===== config.mk =====
export PLATFORM = sky130hd
export DESIGN_NAME = condlogic_it
export DESIGN_NICKNAME = d
export VERILOG_FILES = /design/src/rtl/condlogic_it.sv
export SDC_FILE = /design/constraint.sdc
export NUM_CORES = 1
export LEC_CHECK = 0
export CAP_MARGIN = 20
export CORE_AREA = 4 4 43 45
export CTS_BUF_LIST = sky130_fd_sc_hd__clkbuf_4 sky130_fd_sc_hd__clkbuf_8
export DETAILED_ROUTE_END_ITERATION = 6
export DIE_AREA = 0 0 47 49
export PLACE_DENSITY = 0.78
export SLEW_MARGIN = 20
export SYNTH_ARGS = -nofsm -noshare
export SYNTH_HDL_FRONTEND = slang
export SYNTH_SLANG_ARGS = --single-unit

===== constraint.sdc =====
create_clock -name clk -period 2.2 [get_ports clk]
set_input_delay 0.22 -clock clk [delete_from_list [all_inputs] [get_ports clk]]
set_output_delay 0.22 -clock clk [all_outputs]
set_load 0.05 [all_outputs]

===== src/rtl/condlogic_it.sv =====
// condlogic_it: NZCV flag register, condition evaluation and write gating; IT predication FSM built only when CONDLOGIC_IT_EN is defined
module condlogic_it #(
  parameter int MAXIT = 4,
  localparam int LW = $clog2(MAXIT + 1)
) (
  input  logic             clk,
  input  logic             reset,
  input  logic [3:0]       Cond,
  input  logic [3:0]       ALUFlags,
  input  logic [1:0]       FlagW,
  input  logic             NoWrite,
  input  logic             PCS,
  input  logic             NextPC,
  input  logic             RegW,
  input  logic             MemW,
  input  logic             ITStart,
  input  logic [3:0]       ITCond,
  input  logic [MAXIT-2:0] ITMask,
  input  logic [LW-1:0]    ITLen,
  input  logic             InstrDone,
  output logic             PCWrite,
  output logic             RegWrite,
  output logic             MemWrite,
  output logic [3:0]       Flags,
  output logic             CondEx,
  output logic             ITActive,
  output logic             ITErr
);
  logic [3:0] eff_cond;
  logic [1:0] flag_write;
  logic       cond_exq;
  function automatic logic condcheck(input logic [3:0] c, input logic [3:0] f);
    logic b;
    b = c[3:1] == 3'd0 ? f[2] :
        c[3:1] == 3'd1 ? f[1] :
        c[3:1] == 3'd2 ? f[3] :
        c[3:1] == 3'd3 ? f[0] :
        c[3:1] == 3'd4 ? f[1] & ~f[2] :
        c[3:1] == 3'd5 ? f[3] ~^ f[0] :
        c[3:1] == 3'd6 ? ~f[2] & (f[3] ~^ f[0]) : 1'b1;
    return c[3:1] == 3'd7 ? 1'b1 : b ^ c[0];
  endfunction
`ifdef CONDLOGIC_IT_EN
  typedef enum logic {IDLE, ACTIVE} state_t;
  state_t           state, state_n;
  logic [3:0]       cur_cond, cur_cond_n;
  logic [LW-1:0]    rem, rem_n;
  logic [MAXIT-2:0] mask, mask_n;
  logic             err;
  logic             start_ok;
  assign start_ok = ITStart && ITLen != '0 && ITLen <= LW'(MAXIT);
  // Block context registers; a rejected or nested start only sets the sticky error
  always_ff @(posedge clk or posedge reset)
    if (reset) begin
      state    <= IDLE;
      cur_cond <= 4'b1110;
      rem      <= '0;
      mask     <= '0;
      err      <= 1'b0;
    end else begin
      state    <= state_n;
      cur_cond <= cur_cond_n;
      rem      <= rem_n;
      mask     <= mask_n;
      err      <= err | (ITStart & ~(state == IDLE & start_ok));
    end
  // Load a block on a legal start, step the condition on each completed instruction
  always_comb begin
    state_n    = state;
    cur_cond_n = cur_cond;
    rem_n      = rem;
    mask_n     = mask;
    if (state == IDLE && start_ok) begin
      state_n    = ACTIVE;
      cur_cond_n = ITCond;
      rem_n      = ITLen;
      mask_n     = ITMask;
    end else if (state == ACTIVE && InstrDone) begin
      if (rem > LW'(1)) begin
        rem_n      = rem - LW'(1);
        cur_cond_n = {ITCond[3:1], ITCond[0] ^ ~mask[0]};
        mask_n     = mask >> 1;
      end else
        state_n = IDLE;
    end
  end
  assign ITActive = state == ACTIVE;
  assign ITErr    = err;
  assign eff_cond = ITActive ? cur_cond : Cond;
`else
  logic unused_it;
  assign unused_it = ^{ITStart, ITCond, ITMask, ITLen, InstrDone};
  assign ITActive  = 1'b0;
  assign ITErr     = 1'b0;
  assign eff_cond  = Cond;
`endif
  assign CondEx     = condcheck(eff_cond, Flags);
  assign flag_write = FlagW & {2{CondEx}};
  // Flag groups update independently; the condition result is delayed one cycle for write gating
  always_ff @(posedge clk or posedge reset)
    if (reset) begin
      Flags    <= '0;
      cond_exq <= 1'b0;
    end else begin
      if (flag_write[1]) Flags[3:2] <= ALUFlags[3:2];
      if (flag_write[0]) Flags[1:0] <= ALUFlags[1:0];
      cond_exq <= CondEx;
    end
  assign RegWrite = RegW & cond_exq;
  assign MemWrite = MemW & cond_exq & ~NoWrite;
  assign PCWrite  = (PCS & cond_exq) | NextPC;
endmodule


==> results of run 1 <==
-- path summary, 6_finish.rpt --
| check | slack (ns) | to | cells past startpoint | from |
|---|---|---|---|---|
| max | 0.06 | CondEx | 7 | Cond[2] |
| min | 0.17 | cond_exq$_DFF_PP0_ | 2 | reset |
| max reg2reg | 0.38 | Flags[1]$_DFFE_PP0P_ | 5 | Flags[3]$_DFFE_PP0P_ |
| min reg2reg | 0.60 | Flags[2]$_DFFE_PP0P_ | 1 | Flags[2]$_DFFE_PP0P_ |
| max in group asynchronous | 1.86 | Flags[0]$_DFFE_PP0P_ | 2 | reset |
| min in group clk | 0.60 | Flags[2]$_DFFE_PP0P_ | 1 | Flags[2]$_DFFE_PP0P_ |
-- state kept, by name (all words and copies together), names as in the netlist --
| signal | flops |
|---|---|
| Flags | 4 |
| cond_exq | 1 |
-- routing by layer --
metal	wire (µm)	up-vias	track usage [%]
li1	-	258	-
met1	511	242	11.2
met2	582	21	17.0
met3	132	2	1.48
met4	15	0	5.53
met5	0	-	0
-- layout by cell type, fill, tap and decap left out, drive strengths merged, types with 2 or more instances in the layout --
| cell | instances |
|---|---|
| inv | 2 |
| conb | 2 |
| nand3 | 3 |
| and2 | 5 |
| buf | 4 |
| clkbuf | 4 |
| clkdlybuf4s50 | 21 |
| nand2b | 3 |
| a21o | 2 |
| dlymetal6s2s | 2 |
| a21oi | 2 |
| nor2 | 2 |
| nand2 | 7 |
| o2bb2ai | 3 |
| a221o | 4 |
| o21ai | 4 |
| dfrtp | 5 |
-- power by group through the flow --
stage                     Clock (W)  Combinational, W  Sequential (W)
after detailed placement          0          0.000562        0.000203
after global placement            0          0.000556        0.000205
final                      0.000117          0.000588        0.000208
after CTS                  0.000119          0.000563        0.000203
after global routing       0.000130          0.000616        0.000221
after floorplan                   0          0.000243        0.000319
-- kinds of logic after synthesis --
kind of cell | after synthesis | share of synthesized area, %
other | 1 | 0.817
buffers and inverters | 6 | 6.81
flip-flops | 5 | 27.2
AND/OR/NAND/NOR | 20 | 21.5
AO/OA/AOI/OAI | 22 | 39.0
multiplexers | 2 | 4.63
-- through the flow --
step	total power (W)	utilization, %
after floorplan	0.000562	-
after detailed placement	0.000765	49.2
after global placement	0.000761	49.2
after global routing	0.000967	53.3
final	0.000913	53.3
after CTS	0.000885	51.3
-- worst register-to-register path: cells and delay by family (launching register included) --
kind | cells | cell delay [ns]
AO/OA/AOI/OAI | 4 | 0.84
flip-flops | 1 | 0.45
multiplexers | 1 | 0.40
-- area by class of cell --
type	instances	area share, %
multi-input cells	46	41.1
repair buffers	27	35.4
flip-flops and latches	5	16.1
clock buffers	4	3.83
well taps	16	2.55
inverters	2	0.957
-- what timing repair did --
| action | in CTS | in global routing |
|---|---|---|
| hold endpoints to repair | 0 | 0 |
| hold buffers | 0 | 0 |
| resized for setup | 0 | 6 |
| setup endpoints to repair | 0 | 1 |
| setup buffers | 0 | 1 |
==> impl_metrics.ini, run 1 <==
[floorplanning]
fp.dieH_um = 49
dieArea_um2 = 2300
start_util_pct = 31.2
die_x_um = 47
design.core.area_um2 = 1470
rows = 14
io_pins = 39

[synthesis]
synth_top_area_cell = dfrtp_1
yosysMostFrequentCell = nand2_1
seq_area_frac_synth_pct = 27.2
synth_cells = 56
synth_area_um2 = 459
synth_top_cell_area_share_pct = 27.2
synthTopCellsByArea = dfrtp_1, a221o_1, and2_1, nand2_1, o2bb2ai_1
synthArstFlopShare_pct = 100
synth_ff_type = dfrtp_1
synth_common_cells = nand2_1, and2_1, dfrtp_1
yosysWarnings = 0
synth.distinct_cells = 25
synth_seq_cells = 5
synth_enable_flop_cells = 0
avgSynthCellArea_um2 = 8.20

[place]
hpwl_um = 954
placed_area_um2 = 724
io_buffer_count = 24
gp_congestion = 0.832
dpl_worst_slack_ns = 0.0164
post-place-cells = 95

[clock_tree]
cts_root_buf = clkbuf_4
numCtsBuffers = 3
htreeDepth = 1
numClockSinks = 5
clock_latency_ns = 0.24
ctsLongestPathBuffers = 2
path_clk_slew_ns = 0.04
cts_tree = done

[worst_setup_path]
path_buf_inv = 3
crit_path_end_kind = output pin
cp_top_family = buffers and inverters
crit_path_top_delay_cell = clkdlybuf4s50_1
worstPathMaxFanout = 5
arrival_ns = 1.92
worstSetupStartpointType = input port
path_cells = clkdlybuf4s50_1, a22o_1, a211oi_4, buf_4, nand2b_1, nand3_1, buf_12
worstPathRequired_ns = 1.98
critPathMaxStageDelay_ns = 0.51
path_class = in -> out

[power]
power.density_nw_per_um2 = 1160
p_comb_share_pct = 64.4
switching_power_w = 0.000434
switching_share_pct = 47.6
seqPwrFrac_pct = 22.7
internal_power_w = 0.000479
power_frac_clock_pct = 12.9
peakVddDrop_uv = 448
p_leak_nw = 0.338

[finish]
multi_input_area_um2 = 323
instances_no_fill = 100
insertedDiodeCount = 0
drive_gt1_share_pct = 16.7
fin_area_um2 = 785
nFillCells = 141
regArea_um2 = 126
synthToLayoutAreaGrowth_pct = 70.8
fin_nets = 114

[sta]
clock_skew_ns = 0.00294
post-route-period-util_pct = 97.3
fin_setup_tns_ns = 0
slew_violations = 0
timing.hold.ws_ns = 0.170
max-slew-margin-rel_pct = 66.4
setup_violations = 0
finalWorstSetupSlack_ns = 0.0591
tightest_slew_ns = 0.502
finalCriticalPeriod_ns = 2.14
hold_viol_final = 0
timing.fmax_mhz = 467

[global_route]
grt-ovfl-total = 0
grt_pass1_wl_um = 1710
grt_pass1_vias = 425
grt_usage_pct = 10.0
antenna_found_initial = 0
grt_max_degree = 10

[routing]
drc = 0
wl_per_cell_um = 12.4
ant_nets = 0
vias_per_cell = 5.23
first_iter_violations = 12
vias = 523
drt_wl_total_um = 1240
firstDrtPassIters = 4

[hold_path]
hp-class = in -> async

[status]
status = completed

[run]
maxCapViolCount = 0
Note: power is estimated with default switching activity, not from simulation.
==> run 2: changes to the inputs <==
- GPL_ROUTABILITY_DRIVEN: default -> 0
- SLEW_MARGIN: 20 -> default
==> results of run 2 <==
No change in the layout: final DEF, timing and power equal those of run 1.
==> run 3: changes to the inputs <==
- CELL_PAD_IN_SITES_DETAIL_PLACEMENT: default -> 1
- CELL_PAD_IN_SITES_GLOBAL_PLACEMENT: default -> 2
- CORE_AREA: 4 4 43 45 -> 4 4 57 59
- DIE_AREA: 0 0 47 49 -> 0 0 61 63
- PLACE_DENSITY: 0.78 -> default
- PLACE_DENSITY_LB_ADDON: default -> 0.1
- clock period: 2.2 -> 2.7 ns (I/O delays scaled with it)
==> run 3 against run 2 <==
Sequential share of layout area increased by 0.23 points; final area fell by 2.4%; final cell count rose by 13%; non-clock buffer count down 2; critical path depth unchanged; routed wire length up 21%; core utilization fell by 25 points; combinational power decreased by 23%; largest cell class unchanged.
==> impl_metrics.ini, run 3 (synthesis results as in run 1) <==
[status]
status = completed

[sta]
hold_viol_final = 0
setup_violations = 0
finalWorstSetupSlack_ns = 0.485
post-route-period-util_pct = 82.1
rsz0062_at_grt = false
clock_skew_ns = 0.00286
timing.fmax_mhz = 451
fin_setup_tns_ns = 0
max-slew-margin-rel_pct = 66.1
finalCriticalPeriod_ns = 2.22
tightest_slew_ns = 0.507
slew_violations = 0

[floorplanning]
design.core.area_um2 = 2710
rows = 19
dieArea_um2 = 3840
io_pins = 39
start_util_pct = 16.9
fp.dieH_um = 63
die_x_um = 61

[worst_setup_path]
rrSetupSlack_ns = 0.70
path_cells = clkdlybuf4s50_1, a2bb2oi_1, o22ai_1, a211oi_4, nand2b_1, nand3_1, buf_12
worstPathRequired_ns = 2.43
crit_path_top_delay_cell = clkdlybuf4s50_1
critPathMaxStageDelay_ns = 0.54
path_class = in -> out
arrival_ns = 1.95
crit_path_end_kind = output pin
r2r_start = Flags[0]$_DFFE_PP0P_
worstSetupStartpointType = input port
path_buf_inv = 2
worstPathMaxFanout = 8
ff2ff_path_depth = 5
cp_top_family = buffers and inverters
r2r_end = Flags[1]$_DFFE_PP0P_

[finish]
synthToLayoutAreaGrowth_pct = 66.8
largest-register = Flags
layout_common_cells = clkdlybuf4s50_1, nand2_1, dfrtp_1, and2_1
largest_register_ffs = 4
fin_nets = 112
largest_registers = Flags: 4 flops, cond_exq: 1 flops
insertedDiodeCount = 0
drive_gt1_share_pct = 9.76
final_common_cell = clkdlybuf4s50_1

[routing]
wl_per_cell_um = 13.3
vias_per_cell = 4.65
firstDrtPassIters = 4
drc = 0
vias = 525
ant_nets = 0
first_iter_violations = 6
drt_wl_total_um = 1500

[power]
p_total_w = 0.000721
power.density_nw_per_um2 = 942
peakVddDrop_uv = 458
p_leak_nw = 0.308

[hold_path]
hp-class = in -> async

[global_route]
grt_max_degree = 10
grt_busiest_layer = met2
grt_usage_pct = 8.97
grt_pass1_wl_um = 2520
grt_pass1_vias = 527
grt-ovfl-total = 0
grt.met2_usage_pct = 13.1
antenna_found_initial = 0
grt.met3_usage_pct = 4.13
grtUsageMet1_pct = 11.4

[clock_tree]
ctsLongestPathBuffers = 2
clock_latency_ns = 0.24
numCtsBuffers = 3
hold_buffers = 0
cts_tree = done
numClockSinks = 5
cts_resized = 0
htreeDepth = 1
cts_setup_buffers = 0
cts_root_buf = clkbuf_4
path_clk_slew_ns = 0.04

[place]
io_buffer_count = 24
dpl_worst_slack_ns = 0.339
hpwl_um = 1230

[run]
maxCapViolCount = 0
==> run 3: routing by layer <==
metal / vias up / wire (µm) / part of all wire [%]
met5: - / 0 / 0
li1: 256 / - / -
met3: 2 / 117 / 7.8
met4: 0 / 21 / 1.4
met2: 24 / 704 / 47
met1: 243 / 656 / 44
==> run 3: where the power goes <==
part | leakage [nW] | internal, W | switching, W
Clock | 0.0184 | 0.0000658 | 0.0000298
Sequential | 0.0575 | 0.000111 | 0.0000609
Combinational | 0.232 | 0.000192 | 0.000262
Total | 0.308 | 0.000369 | 0.000352
==> run 3: worst register-to-register path, stage by stage (launching register included) <==
cell and delay [ns]:
dfrtp_1 0.47, a2bb2oi_1 0.21, o22ai_1 0.14, a211oi_4 0.31, mux2_2 0.42, a221o_1 0.32
==> run 3: stage by stage <==
step                      cells  util, %  area (µm²)  hold slack (ns)
final                       113     28.3         766            0.241
after floorplan              57        -         463           0.0485
after detailed placement    109     27.1         736            0.498
after global routing        113     28.3         766            0.254
after global placement      109     27.1         736            0.514
after CTS                   113     28.3         766            0.244
==> run 3: worst max path at each step <==
stage          slack (ns)                  from  cells past startpoint                    to
6_report             0.48               Cond[1]                      7                CondEx
3_5_place_dp         0.34               Cond[1]                      6  Flags[1]$_DFFE_PP0P_
3_3_place_gp         0.34               Cond[1]                      6  Flags[1]$_DFFE_PP0P_
2_1_floorplan        0.55  Flags[0]$_DFFE_PP0P_                      5    cond_exq$_DFF_PP0_
5_1_grt              0.31               Cond[1]                      7                CondEx
4_1_cts              0.48               Cond[1]                      7                CondEx
==> run 3: cell type report <==
class / instances / area [µm²]
Multi-Input combinational cell: 46 / 307
Sequential cell: 5 / 125
Inverter: 2 / 7.51
Clock buffer: 4 / 30.0
Tap cell: 31 / 38.8
Fill cell: 328 / 1940
Timing Repair Buffer: 25 / 258
